$ cat src/rtl/chain1_pkg.sv
`default_nettype none
// +----------------------------------------------------------------------+
// | chain1_pkg : command field layout, opcodes and default unlock cookie |
// | Rev 1.0                                                              |
// +----------------------------------------------------------------------+
package chain1_pkg;

    localparam int CMD_W  = 16;
    localparam int OP_W   = 4;
    localparam int ADDR_W = 4;
    localparam int DATA_W = 8;

    localparam logic [OP_W-1:0] OP_NOP    = 4'h0;
    localparam logic [OP_W-1:0] OP_WRITE  = 4'h1;
    localparam logic [OP_W-1:0] OP_READ   = 4'h2;
    localparam logic [OP_W-1:0] OP_LOCK   = 4'h3;
    localparam logic [OP_W-1:0] OP_CLRERR = 4'h4;

    localparam logic [CMD_W-1:0] DEFAULT_COOKIE = 16'hCAFE;

    typedef struct packed {
        logic [OP_W-1:0]   op;
        logic [ADDR_W-1:0] addr;
        logic [DATA_W-1:0] wdat;
    } cmd_t;

endpackage
`default_nettype wire

$ cat src/rtl/chain1_cmd_decoder_if.sv
`default_nettype none
// +----------------------------------------------------------------------+
// | chain1_cmd_decoder_if : frame-load strobe plus loaded scan word      |
// | Rev 1.0                                                              |
// +----------------------------------------------------------------------+
interface chain1_cmd_decoder_if;
    import chain1_pkg::*;

    logic             load;
    logic [CMD_W-1:0] data;

    modport master (output load, output data);
    modport slave  (input  load, input  data);
endinterface
`default_nettype wire

$ cat src/rtl/chain1_sync_edge.sv
`default_nettype none
// +----------------------------------------------------------------------+
// | chain1_sync_edge : N-flop synchronizer with rising-edge pulse output |
// | Rev 1.0                                                              |
// +----------------------------------------------------------------------+
module chain1_sync_edge #(
    parameter int SYNC_STAGES = 2
) (
    input  wire logic i_clk,
    input  wire logic i_rst_n,
    input  wire logic i_async,
    output logic      o_rise
);

    logic [SYNC_STAGES-1:0] r_sync;
    logic                   r_hist;

    // Chain and history reset high: a strobe still asserted when reset
    // releases must be seen low before it can produce a rising edge.
    always_ff @(posedge i_clk or negedge i_rst_n) begin
        if (!i_rst_n) begin
            r_sync <= '1;
            r_hist <= 1'b1;
        end else begin
            r_sync <= {r_sync[SYNC_STAGES-2:0], i_async};
            r_hist <= r_sync[SYNC_STAGES-1];
        end
    end

    assign o_rise = r_sync[SYNC_STAGES-1] & ~r_hist;

endmodule
`default_nettype wire

$ cat src/rtl/chain1_cmd_decoder.sv
`default_nettype none
// +----------------------------------------------------------------------+
// | chain1_cmd_decoder : executes scan-loaded command words, reg file,   |
// | lock cookie, sticky error and an 8-bit PWM driven from reg[1]        |
// | Rev 1.0                                                              |
// +----------------------------------------------------------------------+
module chain1_cmd_decoder
    import chain1_pkg::*;
#(
    parameter int               SYNC_STAGES = 2,
    parameter int               NREGS       = 8,
    parameter logic [CMD_W-1:0] COOKIE      = DEFAULT_COOKIE
) (
    input  wire logic            i_clk,
    input  wire logic            i_rst_n,
    chain1_cmd_decoder_if.slave  i_frame,
    output logic [DATA_W-1:0]    o_ctrl,
    output logic                 o_pwm,
    output logic [DATA_W-1:0]    o_rdata,
    output logic                 o_valid,
    output logic                 o_locked,
    output logic                 o_err,
    output logic [7:0]           o_cmd_cnt
);

    localparam logic [ADDR_W:0] c_nregs = (ADDR_W+1)'(NREGS);

    logic              w_rise;
    cmd_t              w_cmd;
    logic              w_addr_ok;
    logic              w_wr_en;
    logic              w_rd_en;
    logic              w_set_err;
    logic              w_clr_err;
    logic              w_lock;
    logic              w_unlock;
    logic [DATA_W-1:0] w_rd_val;

    logic [DATA_W-1:0] r_regs [NREGS];
    logic              r_locked;
    logic              r_err;
    logic [DATA_W-1:0] r_rdata;
    logic              r_valid;
    logic [7:0]        r_cmd_cnt;
    logic [7:0]        r_pwm_cnt;
    logic              r_pwm;

    chain1_sync_edge #(
        .SYNC_STAGES (SYNC_STAGES)
    ) u_sync_edge (
        .i_clk   (i_clk),
        .i_rst_n (i_rst_n),
        .i_async (i_frame.load),
        .o_rise  (w_rise)
    );

    assign w_cmd     = i_frame.data;
    assign w_addr_ok = {1'b0, w_cmd.addr} < c_nregs;

    always_comb begin
        w_wr_en   = 1'b0;
        w_rd_en   = 1'b0;
        w_set_err = 1'b0;
        w_clr_err = 1'b0;
        w_lock    = 1'b0;
        w_unlock  = 1'b0;
        if (w_rise) begin
            // The cookie shares opcode space with illegal 0xC words, so it wins.
            if (i_frame.data == COOKIE) begin
                w_unlock = 1'b1;
            end else begin
                case (w_cmd.op)
                    OP_NOP:    ;
                    OP_WRITE: begin
                        if (r_locked || !w_addr_ok) w_set_err = 1'b1;
                        else                        w_wr_en   = 1'b1;
                    end
                    OP_READ: begin
                        if (!w_addr_ok) w_set_err = 1'b1;
                        else            w_rd_en   = 1'b1;
                    end
                    OP_LOCK:   w_lock    = 1'b1;
                    OP_CLRERR: w_clr_err = 1'b1;
                    default:   w_set_err = 1'b1;
                endcase
            end
        end
    end

    always_comb begin
        w_rd_val = '0;
        for (int i = 0; i < NREGS; i++) begin
            if (w_cmd.addr == ADDR_W'(i)) w_rd_val = r_regs[i];
        end
    end

    generate
        for (genvar i = 0; i < NREGS; i++) begin : g_regs
            always_ff @(posedge i_clk or negedge i_rst_n) begin
                if (!i_rst_n)                                 r_regs[i] <= '0;
                else if (w_wr_en && w_cmd.addr == ADDR_W'(i)) r_regs[i] <= w_cmd.wdat;
            end
        end
    endgenerate

    always_ff @(posedge i_clk or negedge i_rst_n) begin
        if (!i_rst_n) begin
            r_locked  <= 1'b1;
            r_err     <= 1'b0;
            r_rdata   <= '0;
            r_valid   <= 1'b0;
            r_cmd_cnt <= '0;
        end else begin
            r_valid <= w_rise;
            if (w_rise)    r_cmd_cnt <= r_cmd_cnt + 8'd1;
            if (w_unlock)  r_locked  <= 1'b0;
            if (w_lock)    r_locked  <= 1'b1;
            if (w_set_err) r_err     <= 1'b1;
            if (w_clr_err) r_err     <= 1'b0;
            if (w_rd_en)   r_rdata   <= w_rd_val;
        end
    end

    always_ff @(posedge i_clk or negedge i_rst_n) begin
        if (!i_rst_n) begin
            r_pwm_cnt <= '0;
            r_pwm     <= 1'b0;
        end else begin
            r_pwm_cnt <= r_pwm_cnt + 8'd1;
            r_pwm     <= r_pwm_cnt < r_regs[1];
        end
    end

    assign o_ctrl    = r_regs[0];
    assign o_pwm     = r_pwm;
    assign o_rdata   = r_rdata;
    assign o_valid   = r_valid;
    assign o_locked  = r_locked;
    assign o_err     = r_err;
    assign o_cmd_cnt = r_cmd_cnt;

endmodule
`default_nettype wire

$ cat src/flat_wrapper.sv
// flat-port wrapper written by rule: the top's interface ports become plain ports
module chain1_cmd_decoder_flat import chain1_pkg::*;
#(
    parameter int               SYNC_STAGES = 2,
    parameter int               NREGS       = 8,
    parameter logic [CMD_W-1:0] COOKIE      = DEFAULT_COOKIE
)
  (i_clk, i_rst_n, o_ctrl, o_pwm, o_rdata, o_valid, o_locked, o_err, o_cmd_cnt, i_frame_load, i_frame_data);
  chain1_cmd_decoder_if i_frame_i ();
  input  wire logic i_clk;
  input  wire logic i_rst_n;
  output logic [DATA_W-1:0] o_ctrl;
  output logic o_pwm;
  output logic [DATA_W-1:0] o_rdata;
  output logic o_valid;
  output logic o_locked;
  output logic o_err;
  output logic [7:0] o_cmd_cnt;
  input wire logic [$bits(i_frame_i.load)-1:0] i_frame_load;
  input wire logic [$bits(i_frame_i.data)-1:0] i_frame_data;
  assign i_frame_i.load = i_frame_load;
  assign i_frame_i.data = i_frame_data;
  chain1_cmd_decoder #(.SYNC_STAGES(SYNC_STAGES), .NREGS(NREGS), .COOKIE(COOKIE)) u_core (.i_clk(i_clk), .i_rst_n(i_rst_n), .i_frame(i_frame_i), .o_ctrl(o_ctrl), .o_pwm(o_pwm), .o_rdata(o_rdata), .o_valid(o_valid), .o_locked(o_locked), .o_err(o_err), .o_cmd_cnt(o_cmd_cnt));
endmodule
$ cat config.mk
export PLATFORM = sky130hd
export DESIGN_NAME = chain1_cmd_decoder_flat
export DESIGN_NICKNAME = d
export VERILOG_FILES = /design/src/rtl/chain1_pkg.sv /design/src/rtl/chain1_cmd_decoder_if.sv /design/src/rtl/chain1_sync_edge.sv /design/src/rtl/chain1_cmd_decoder.sv /design/src/flat_wrapper.sv
export SDC_FILE = /design/constraint.sdc
export NUM_CORES = 1
export LEC_CHECK = 0
export BUFFER_PORTS_ARGS = -buffer_cell sky130_fd_sc_hd__buf_4
export CORE_MARGIN = 2
export CORE_UTILIZATION = 45
export CTS_CLUSTER_DIAMETER = 80
export CTS_CLUSTER_SIZE = 30
export DETAILED_ROUTE_END_ITERATION = 10
export PLACE_DENSITY_LB_ADDON = 0.3
export SYNTH_ARGS = -nofsm -noshare
export SYNTH_HDL_FRONTEND = slang
export SYNTH_SLANG_ARGS = --single-unit
$ cat constraint.sdc
create_clock -name i_clk -period 2.7 [get_ports i_clk]
set_input_delay 0.54 -clock i_clk [delete_from_list [all_inputs] [get_ports i_clk]]
set_output_delay 0.54 -clock i_clk [all_outputs]
set_load 0.1 [all_outputs]
# After elaboration in Yosys (flattened, before gate mapping)
# Cells that the tools add are included.
# word_totals
word_cells	83
inputBits	19
register_bits	95
output_inout_bits	28
# op_classes
muxes	33
n_addsub	2
reduce_logical	15
n_lt_le_gt_ge	2
eq_ne	12
bitwise	2
# ops
op	count
two-way mux 8 bit	8
two-way mux 1 bit	24
== test 4 x 3 -> 1 bit, second input constant	5
adder 8 x 1 -> 8 bit, second input constant	2
== test 16 bit, second input constant	1
== test 4 x 2 -> 1 bit, second input constant	4
== test 4 x 1 -> 1 bit, second input constant	2
logical AND 1 bit	8
zero test 4 bit	2
< comparator 8 bit	1
< comparator 4 bit, second input constant	1
nonzero test 2 bit	2
case mux 1 bit (3 select lines)	1
OR reduction 3 bit	1
bitwise AND 1 bit	1
zero test 1 bit	1
logical OR 1 bit	1
inverter 1 bit	1

# Logic depth before layout (Yosys ltp)
# Gate-level depths: netlist of run 1.
# depth
ltp_word	9
depth_mapped	7
mapped_depth_nobuf	5

# By module
# A second synthesis of run 1 with hierarchy kept.
# unflattened
cells_unflattened	369
hier_area_um2	4631.9
# modules_own_cells
module	instances	seq_area_each_um2	area_each_um2	cells_per_inst
chain1_cmd_decoder	1	2303.5	4539.4	365
chain1_sync_edge	1	78.8	92.6	4

# Worst setup path after synthesis of run 1
# OpenSTA, ideal clock, no wires.
# synth_path
path_type	input to register
startpoint	input i_frame_data[12]
endpoint	register u_core.r_regs[32] in the netlist's numbering
setup_time_ns	0.125
path_buffers	1
arrival_time_ns	2.127
setup_slack_ns	0.449
stages	5
required_time_ns	2.575
cell_sequence	clkbuf_1 -> or4b_1 -> nor4_4 -> nand3_1 -> mux2_2
# synth_between
elab_chain_len	5
word_cells_on_any_way	6
classes_between	eq/ne: 2; mux: 3; reduce/logical: 1
# synth_lines
item	line	source
start: declaration	flat_wrapper.sv:20	input wire logic [$bits(i_frame_i.data)-1:0] i_frame_data;
== test 4 x 1 -> 1 bit	chain1_cmd_decoder.sv:72	case (w_cmd.op)
two-way mux 1 bit	chain1_cmd_decoder.sv:72	
two-way mux 1 bit *	chain1_cmd_decoder.sv:69	if (i_frame.data == COOKIE) begin
two-way mux 1 bit *	chain1_cmd_decoder.sv:67	if (w_rise) begin
logical AND 1 bit *	chain1_cmd_decoder.sv:101	else if (w_wr_en && w_cmd.addr == ADDR_W'(i)) r_regs[i] <= w_cmd.wdat;
end signal: indexed assignment	chain1_cmd_decoder.sv:101	
end: declaration	chain1_cmd_decoder.sv:39	logic [DATA_W-1:0] r_regs [NREGS];
# Every way passes the cells marked *; elsewhere a longest branch is shown, timed or not.
# A chain may end at the register's enable or synchronous reset.

# Worst setup path after layout of run 1
# layout_path
startpoint	register u_core.u_sync_edge.r_sync[1]
endpoint	register u_core.r_regs[36] in the netlist's numbering
# layout_between
elab_chain_len	3
# layout_lines
item	line	source
start: declaration	chain1_sync_edge.sv:15	logic [SYNC_STAGES-1:0] r_sync;
start signal: assignment	chain1_sync_edge.sv:25	r_sync <= {r_sync[SYNC_STAGES-2:0], i_async};
bitwise AND 1 bit	chain1_sync_edge.sv:30	assign o_rise = r_sync[SYNC_STAGES-1] & ~r_hist;
two-way mux 1 bit	chain1_cmd_decoder.sv:67	
logical AND 1 bit	chain1_cmd_decoder.sv:101	
# No other way between the ends.

==> summary.txt, run 1 <==
Placed design
  • Gpl congestion: 0.790
  • Number of instances in the placed design: 551
  • I/O Buffers: 46
  • DP HPWL: 6.98 mm

Global route
  • Largest net degree at the start of global routing: 59
  • First-pass GRT wire length: 16.7 mm
  • Total track usage: 19.3%
  • Vias in the first global route: 3226
  • GRT Residual Overflow: 0
  • Initial antenna violation count: 0

Clock network
  • Max clock buf depth: 2
  • Clk sink count: 95
  • Clk_lat worst skew: 360 ps
  • CTS Root Cell: clkbuf_8
  • CTS tree: yes
  • Total setup buffers inserted after CTS: 0
  • CTS buffer count: 9
  • Post-CTS resize count: 0
  • H-tree levels: 3
  • Hold_buf cts: 0
  • Clock slew at reported path FFs: 90 ps

Final layout
  • Final non-filler cell total: 567
  • Commonest non-fill, non-tap cell in the layout: dfrtp_1
  • Layout cells sized above 1: 33.6%
  • Fillers: 916
  • Final net count: 454
  • Commonest non-fill, non-tap cells in the layout: dfrtp_1 (91), mux2_2 (65), buf_4 (56)
  • # diodes: 0
  • Area grow syn2layout: 13.9%

Routing
  • Wire per inst: 17.9 um
  • DRC: 0
  • DR vias: 3162
  • Starting DRT DRC Count: 121
  • DRT antenna net count: 0
  • Via density: 5.58
  • Routed WL: 10.1 mm
  • TritonRoute pass-1 iters: 4

Timing
  • Rel. slew slack: 50.0%
  • Setup-failing EPs final: 0
  • Tmin final: 2430 ps
  • Skew final: 12.8 ps
  • Final worst path period share: 89.9%
  • Measured slew at the worst slew-check pin: 749 ps
  • Final Hold Fails: 0
  • RSZ-0062 raised after global routing: no
  • Max-slew violations: 0
  • Hold Slack: 226 ps
  • TNS Setup: 0 ps
  • Max Freq: 412 MHz

Yosys
  • Top_reg_cell synth: dfrtp_1
  • Yosys cell types: 38
  • Syn Std Cell Area: 4630 um^2
  • Synth warn: 0
  • Cell taking the most area after synthesis: dfrtp_1
  • Seq/Total Area, Yosys: 51.5%
  • Post-synth top area share: 49.2%
  • Asr flop ratio synth: 100%
  • Ranking of synthesized cells by area: dfrtp_1 (49%), mux2_2 (16%), mux2i_1 (3.0%), o21ai_0 (2.5%), ha_1 (2.4%)
  • Post-synth EDFFs: 0
  • Syn avg cell area: 12.0 um^2
  • #FFs+latches synth: 95
  • Net Count, Synth: 415
  • Mapped Cells: 387

Setup path
  • Startpoint types: flip-flop
  • CP max FO: 8
  • Critical Path End Type: flip-flop
  • Crit path cell chain: or4b_1 -> nor4_4 -> nand3_1 -> mux2_2
  • Required @ worst endpoint: 2940 ps
  • Crit path max-delay cell type: or4b_1
  • CP peak stage delay: 600 ps
  • Worst reg2reg setup slack: 270 ps
  • Crit Path Class: flip-flop to flip-flop
  • Crit path DAT: 2670 ps

Floorplan
  • Top-Level Pins: 47
  • Core ar.: 10100 um^2
  • Die Y: 105 um
  • Die W: 105 um
  • Initial Util: 45.6%
  • Row cnt: 37
  • Die area: 11100 um^2

Power and ir drop
  • Worst VDD drop: 0.000562 V
  • Power Density: 610 nW/um^2
  • Power consumption: 3.21 mW
  • Leak Pwr: 2.46 nW

Hold path
  • Path category of the worst min-delay check: input pin to asynchronous set/reset pin

Flow run
  • Max cap viols: 0

Outcome
  • Status: completed
[registers in the layout (all words and copies together) (netlist names), 2 cells and up]
| register | flops |
|---|---|
| u_core.o_ctrl | 8 |
| u_core.o_rdata | 8 |
| u_core.r_pwm_cnt | 8 |
| u_core.o_cmd_cnt | 8 |
| u_core.u_sync_edge.r_sync | 2 |
| u_core.r_regs | 56 |
[synthesized netlist by cell type (2+ instances only)]
cell / number
a211oi_1: 8
xor2_1: 5
nor3b_1: 9
nor2_1: 10
ha_1: 9
a2bb2oi_1: 4
a221oi_1: 5
nor3_1: 7
a21oi_1: 4
a21bo_2: 2
inv_1: 13
buf_1: 6
nand2b_1: 11
mux2i_1: 14
o2bb2ai_1: 8
nand3_1: 9
buf_4: 8
mux2_2: 65
dfrtp_1: 91
nand3b_1: 5
o21ai_0: 23
xnor2_1: 9
and3_1: 4
nor2b_1: 3
a22oi_1: 9
and4_1: 2
a2111oi_0: 2
nand2_1: 15
dfstp_2: 4
clkbuf_1: 13
or4b_1: 3
[metrics by stage]
| stage | cell area (um^2) | util (%) | setup slack, ps |
|---|---|---|---|
| after floorplan | 4630 | - | 449 |
| after global routing | 5270 | 52.0 | 155 |
| after global placement | 5080 | 50.1 | 173 |
| after detailed placement | 5080 | 50.1 | 142 |
| after CTS | 5270 | 52.0 | 298 |
| final | 5270 | 52.0 | 273 |
[cell families after synthesis]
logic type	count (synthesis)	synth area share, %
compound gates	65	9.71
xor+xnor	14	2.65
fa+ha+maj	9	2.43
buf+inv	41	4.00
flops	95	51.5
mux	79	18.8
simple gates	84	10.9
[power breakdown]
| part | internal, mW | switching [mW] |
|---|---|---|
| combinational | 0.170 | 0.558 |
| clock | 0.429 | 0.497 |
| sequential | 1.49 | 0.0656 |
[routing by layer]
layer  part of all wire, %  vias up  track usage [%]  wire, um
li1                      -     1466                -         -
met1                    47     1607             26.5      4710
met2                    48       69             30.7      4820
met3                   3.2       20             2.60       325
met4                   2.6        0             8.29       260
met5                     0        -                0         0
[layout make-up]
cell class | count | area, um^2 | area share [%]
timing repair buffer | 56 | 420 | 7.97
sequential | 95 | 2380 | 45.2
tap | 136 | 170 | 3.23
inverter | 13 | 48.8 | 0.925
multi-input combinational | 251 | 2060 | 39.1
clock buffer | 11 | 131 | 2.49
clock inverter | 5 | 58.8 | 1.12
[critical path: cells and delay by family, from the launching register on]
| kind | cells | cell delay, ps |
|---|---|---|
| DFF | 1 | 560 |
| muxes | 1 | 410 |
| and+or+nand+nor | 3 | 1340 |
[final timing paths]
kind / cells after the start / to / from
worst max register to register: 4 / u_core.r_regs[36] / u_core.u_sync_edge.r_sync[1]
max in group asynchronous: 2 / u_core.r_regs[14] / i_rst_n
min in group i_clk: 1 / u_core.u_sync_edge.r_sync[0] / i_frame_load
worst min register to register: 0 / u_core.u_sync_edge.r_sync[1] / u_core.u_sync_edge.r_sync[0]
worst min-delay path: 1 / u_core.o_pwm / i_rst_n
worst max-delay path: 4 / u_core.r_regs[36] / u_core.u_sync_edge.r_sync[1]
Note: power is estimated with default switching activity, not from simulation.
==> inputs of run 2 (changes only) <==
Settings changed: PLACE_DENSITY set to 0.61, PLACE_DENSITY_LB_ADDON 0.3 to unset.
==> summary.txt, run 2 (synthesis results as in run 1) <==
Final layout
  • Fillers: 928 (was 916)
  • Commonest non-fill, non-tap cell in the layout: dfrtp_1 (unchanged)
  • Commonest non-fill, non-tap cells in the layout: dfrtp_1 (91), mux2_2 (65), buf_4 (55) (was dfrtp_1 (91), mux2_2 (65), buf_4 (56))
  • Layout cells sized above 1: 34.1% (was 33.6%)
  • Biggest register: u_core.r_regs (unchanged)
  • Final net count: 454 (unchanged)
  • Largest register FFs: 56 (unchanged)
  • # diodes: 0 (unchanged)
  • Post-layout instance area: 5310 um^2 (was 5270 um^2)
  • Area grow syn2layout: 14.8% (was 13.9%)
  • Core Util, Final: 52.4% (was 52.0%)

Global route
  • Vias in the first global route: 3115 (was 3226)
  • First-pass GRT wire length: 17.1 mm (was 16.7 mm)
  • GRT Residual Overflow: 0 (unchanged)
  • Initial antenna violation count: 0 (unchanged)
  • Total track usage: 19.9% (was 19.3%)
  • Largest net degree at the start of global routing: 50 (was 59)

Hold path
  • Path category of the worst min-delay check: input pin to asynchronous set/reset pin (unchanged)

Floorplan
  • Initial Util: 45.6% (unchanged)
  • Die area: 11100 um^2 (unchanged)
  • Top-Level Pins: 47 (unchanged)
  • Row cnt: 37 (unchanged)
  • Core ar.: 10100 um^2 (unchanged)
  • Die Y: 105 um (unchanged)
  • Die W: 105 um (unchanged)

Timing
  • Max-slew violations: 0 (unchanged)
  • Tmin final: 2410 ps (was 2430 ps)
  • Rel. slew slack: 53.4% (was 50.0%)
  • Final Hold Fails: 0 (unchanged)
  • TNS Setup: 0 ps (unchanged)
  • Final worst path period share: 89.2% (was 89.9%)
  • RSZ-0062 raised after global routing: no (unchanged)
  • Setup-failing EPs final: 0 (unchanged)
  • Skew final: 13.3 ps (was 12.8 ps)
  • Final worst slack: 290 ps (was 273 ps)
  • Max Freq: 415 MHz (was 412 MHz)
  • Measured slew at the worst slew-check pin: 682 ps (was 749 ps)

Clock network
  • Clock slew at reported path FFs: 100 ps (was 90 ps)
  • Hold_buf cts: 0 (unchanged)
  • Post-CTS resize count: 0 (unchanged)
  • CTS Root Cell: clkbuf_8 (unchanged)
  • Clk sink count: 95 (unchanged)
  • Clk_lat worst skew: 360 ps (about the same)
  • CTS tree: yes (unchanged)
  • CTS buffer count: 9 (unchanged)
  • H-tree levels: 3 (unchanged)
  • Total setup buffers inserted after CTS: 0 (unchanged)
  • Max clock buf depth: 2 (unchanged)

Setup path
  • Required @ worst endpoint: 2940 ps (about the same)
  • Crit path DAT: 2650 ps (was 2670 ps)
  • RR Endpoint: u_core.r_regs[33] (was u_core.r_regs[36])
  • Reg2Reg Depth: 4 (unchanged)
  • Critical Path End Type: flip-flop (unchanged)
  • Critical Path End: u_core.r_regs[33] (was u_core.r_regs[36])
  • Reg2reg start: u_core.u_sync_edge.r_sync[1] (unchanged)
  • Crit path cell chain: or4b_1 -> nor4_4 -> nand3_1 -> mux2_2 (unchanged)
  • CP peak stage delay: 600 ps (about the same)
  • CP max FO: 8 (unchanged)
  • Crit path max-delay cell type: or4b_1 (unchanged)
  • Crit Path Class: flip-flop to flip-flop (unchanged)
  • Startpoint types: flip-flop (unchanged)
  • Crit path launch: u_core.u_sync_edge.r_sync[1] (unchanged)
  • Worst reg2reg setup slack: 290 ps (was 270 ps)

Power and ir drop
  • Power consumption: 3.35 mW (was 3.21 mW)
  • Power Density: 630 nW/um^2 (was 610 nW/um^2)
  • Worst VDD drop: 0.000589 V (was 0.000562 V)
  • Leak Pwr: 2.48 nW (was 2.46 nW)

Placed design
  • DP HPWL: 7.25 mm (was 6.98 mm)
  • Placed cell areas: 5090 um^2 (was 5080 um^2)
  • I/O Buffers: 46 (unchanged)
  • Pre-CTS WS: 114 ps (was 142 ps)
  • Gpl congestion: 0.783 (was 0.790)

Routing
  • TritonRoute pass-1 iters: 4 (unchanged)
  • DR vias: 3171 (was 3162)
  • Routed WL: 10.5 mm (was 10.1 mm)
  • Via density: 5.59 (was 5.58)
  • DRC: 0 (unchanged)
  • Starting DRT DRC Count: 151 (was 121)
  • DRT antenna net count: 0 (unchanged)
  • Wire per inst: 18.5 um (was 17.9 um)

Flow run
  • Max cap viols: 0 (unchanged)

Outcome
  • Status: completed (unchanged)
run 2: changes by cell type in the layout (fill, tap and decap cells not counted), sizes merged:
cell      change
clkinvlp      -1
clkbuf        -2
clkinv        +1
bufinv        +1
inv           +1
run 2: layer usage:
layer | GRT usage (%) | vias up | part of all wire (%)
li1 | - | 1473 | -
met5 | 0 | - | 0
met4 | 6.10 | 0 | 1.2
met2 | 31.3 | 74 | 48
met1 | 28.3 | 1611 | 47
met3 | 2.97 | 13 | 4.4
run 2: power breakdown:
part	internal (mW)	total, mW	switching (mW)
combinational	0.172	0.735	0.562
sequential	1.49	1.56	0.0651
clock	0.524	1.05	0.530
run 2: cell type report:
type | instances | area, um^2 | share of cell area, %
clock buffers | 9 | 124 | 2.33
clock inverters | 7 | 95.1 | 1.79
inverters | 13 | 48.8 | 0.918
multi-input cells | 251 | 2060 | 38.8
flip-flops and latches | 95 | 2380 | 44.8
well taps | 136 | 170 | 3.20
repair buffers | 56 | 433 | 8.15
run 2: critical path: cells and delay by family, from the launching register on:
family	cells	cell delay [ps]
flops	1	560
simple gates	3	1330
mux	1	400
run 2: stage by stage:
step | hold WS, ps | instances
finish | 170 | 567
global route | 215 | 567
CTS | 197 | 567
detailed placement | 351 | 551
global placement | 349 | 551
floorplan | 244 | 387
run 2: how the worst min path moves through the flow:
stage,end,cells past startpoint
after floorplan,u_core.o_cmd_cnt[0],0
after global placement,u_core.u_sync_edge.r_sync[1],0
after detailed placement,u_core.u_sync_edge.r_sync[1],0
after CTS,u_core.r_pwm_cnt[2],1
after global routing,u_core.r_pwm_cnt[2],1
final,u_core.r_pwm_cnt[3],1
==> inputs of run 3 (changes only) <==
Settings changed: PLACE_DENSITY 0.61 to unset.
==> summary.txt, run 3 (synthesis results as in run 1) <==
Floorplan
  • Row cnt: 37 (unchanged)
  • Initial Util: 45.6% (unchanged)
  • Top-Level Pins: 47 (unchanged)
  • Core ar.: 10100 um^2 (unchanged)
  • Die W: 105 um (unchanged)
  • Die area: 11100 um^2 (unchanged)
  • Die Y: 105 um (unchanged)

Final layout
  • Commonest non-fill, non-tap cells in the layout: dfrtp_1 (91), mux2_2 (65), buf_4 (57) (was dfrtp_1 (91), mux2_2 (65), buf_4 (55))
  • Commonest non-fill, non-tap cell in the layout: dfrtp_1 (unchanged)
  • Final non-filler cell total: 569 (was 567)
  • Fillers: 900 (was 928)
  • Area grow syn2layout: 15.2% (was 14.8%)
  • # diodes: 0 (unchanged)
  • Final net count: 456 (was 454)
  • Post-layout instance area: 5330 um^2 (was 5310 um^2)
  • Biggest register: u_core.r_regs (unchanged)
  • Largest register FFs: 56 (unchanged)
  • Layout cells sized above 1: 33.9% (was 34.1%)

Hold path
  • Path category of the worst min-delay check: input pin to asynchronous set/reset pin (unchanged)

Power and ir drop
  • Leak Pwr: 2.50 nW (was 2.48 nW)
  • Worst VDD drop: 0.000506 V (was 0.000589 V)
  • Power consumption: 3.33 mW (was 3.35 mW)
  • Power Density: 625 nW/um^2 (was 630 nW/um^2)

Setup path
  • Reg2Reg Depth: 4 (unchanged)
  • Reg2reg start: u_core.u_sync_edge.r_sync[1] (unchanged)
  • RR Endpoint: u_core.r_regs[28] (was u_core.r_regs[33])
  • CP max FO: 8 (unchanged)
  • Crit path launch: u_core.u_sync_edge.r_sync[1] (unchanged)
  • Crit path DAT: 2620 ps (was 2650 ps)
  • Startpoint types: flip-flop (unchanged)
  • Worst reg2reg setup slack: 330 ps (was 290 ps)
  • Required @ worst endpoint: 2950 ps (was 2940 ps)
  • Crit Path Class: flip-flop to flip-flop (unchanged)
  • Critical Path End: u_core.r_regs[28] (was u_core.r_regs[33])
  • Critical Path End Type: flip-flop (unchanged)

Routing
  • DRC: 0 (unchanged)
  • DRT antenna net count: 0 (unchanged)
  • Wire per inst: 18.5 um (about the same)
  • Via density: 5.48 (was 5.59)
  • Routed WL: 10.5 mm (about the same)
  • TritonRoute pass-1 iters: 4 (unchanged)
  • DR vias: 3120 (was 3171)
  • Starting DRT DRC Count: 133 (was 151)

Timing
  • Max-slew violations: 0 (unchanged)
  • Skew final: 8.28 ps (was 13.3 ps)
  • Tmin final: 2370 ps (was 2410 ps)
  • Measured slew at the worst slew-check pin: 623 ps (was 682 ps)
  • Final worst path period share: 87.8% (was 89.2%)
  • Final Hold Fails: 0 (unchanged)
  • RSZ-0062 raised after global routing: no (unchanged)
  • TNS Setup: 0 ps (unchanged)
  • Setup-failing EPs final: 0 (unchanged)
  • Max Freq: 422 MHz (was 415 MHz)
  • Rel. slew slack: 58.4% (was 53.4%)

Placed design
  • Placed cell areas: 5110 um^2 (was 5090 um^2)
  • DP HPWL: 7.28 mm (was 7.25 mm)
  • Gpl congestion: 0.818 (was 0.783)
  • I/O Buffers: 46 (unchanged)
  • Number of instances in the placed design: 553 (was 551)

Clock network
  • Total setup buffers inserted after CTS: 0 (unchanged)
  • CTS Root Cell: clkbuf_8 (unchanged)
  • CTS buffer count: 9 (unchanged)
  • Clk_lat worst skew: 360 ps (about the same)
  • H-tree levels: 3 (unchanged)
  • Max clock buf depth: 2 (unchanged)
  • Clock slew at reported path FFs: 90 ps (was 100 ps)
  • Hold_buf cts: 0 (unchanged)
  • CTS tree: yes (unchanged)
  • Post-CTS resize count: 0 (unchanged)
  • Clk sink count: 95 (unchanged)

Global route
  • Largest net degree at the start of global routing: 52 (was 50)
  • Initial antenna violation count: 0 (unchanged)
  • Vias in the first global route: 3147 (was 3115)
  • Total track usage: 19.8% (was 19.9%)
  • First-pass GRT wire length: 16.9 mm (was 17.1 mm)
  • GRT Residual Overflow: 0 (unchanged)

Flow run
  • Max cap viols: 0 (unchanged)

Outcome
  • Status: completed (unchanged)
[run 3: changes by cell type in the layout (fill, tap and decap cells not counted), sizes merged]
cell      before  now
clkbuf         9   13
buf           56   58
clkinv         3    1
clkinvlp       1    0
inv           14   13
[run 3: layout make-up]
| cell class | instances | area [um^2] | share of cell area, % |
|---|---|---|---|
| flip-flops and latches | 95 | 2380 | 44.7 |
| inverters | 13 | 48.8 | 0.915 |
| multi-input cells | 251 | 2060 | 38.6 |
| clock buffers | 13 | 159 | 2.98 |
| clock inverters | 3 | 65.1 | 1.22 |
| repair buffers | 58 | 448 | 8.40 |
| well taps | 136 | 170 | 3.19 |
[run 3: report_power, final]
group,internal [mW],switching [mW],total [mW]
Sequential,1.49,0.0670,1.56
Combinational,0.171,0.561,0.732
Clock,0.572,0.469,1.04
[run 3: through the flow]
| stage | worst slack, ps | hold slack, ps | util [%] |
|---|---|---|---|
| after floorplan | 449 | 244 | - |
| after global placement | 169 | 360 | 50.4 |
| after detailed placement | 161 | 360 | 50.4 |
| after CTS | 338 | 189 | 52.6 |
| after global routing | 214 | 223 | 52.6 |
| final | 330 | 186 | 52.6 |
[run 3: critical path, stage by stage, from the launching register on]
cell	delay, ps
dfstp_2	550
or4b_1	600
nor3_2	320
nand2_1	390
mux2_2	400
[run 3: how the worst min path moves through the flow]
stage	depth (start not counted)	to	from	slack (ps)
floorplan	0	u_core.o_cmd_cnt[0]	i_rst_n	240
global placement	0	u_core.u_sync_edge.r_sync[1]	u_core.u_sync_edge.r_sync[0]	360
detailed placement	0	u_core.u_sync_edge.r_sync[1]	u_core.u_sync_edge.r_sync[0]	360
CTS	1	u_core.o_cmd_cnt[6]	i_rst_n	190
global route	1	u_core.o_cmd_cnt[6]	i_rst_n	220
finish	1	u_core.r_pwm_cnt[2]	i_rst_n	190
[run 3: layer usage]
metal / vias up / wire length [um] / GRT usage [%]
met5: - / 0 / 0
met4: 0 / 180 / 7.52
met3: 13 / 368 / 3.46
met2: 60 / 4990 / 31.3
met1: 1575 / 5000 / 27.3
li1: 1472 / - / -
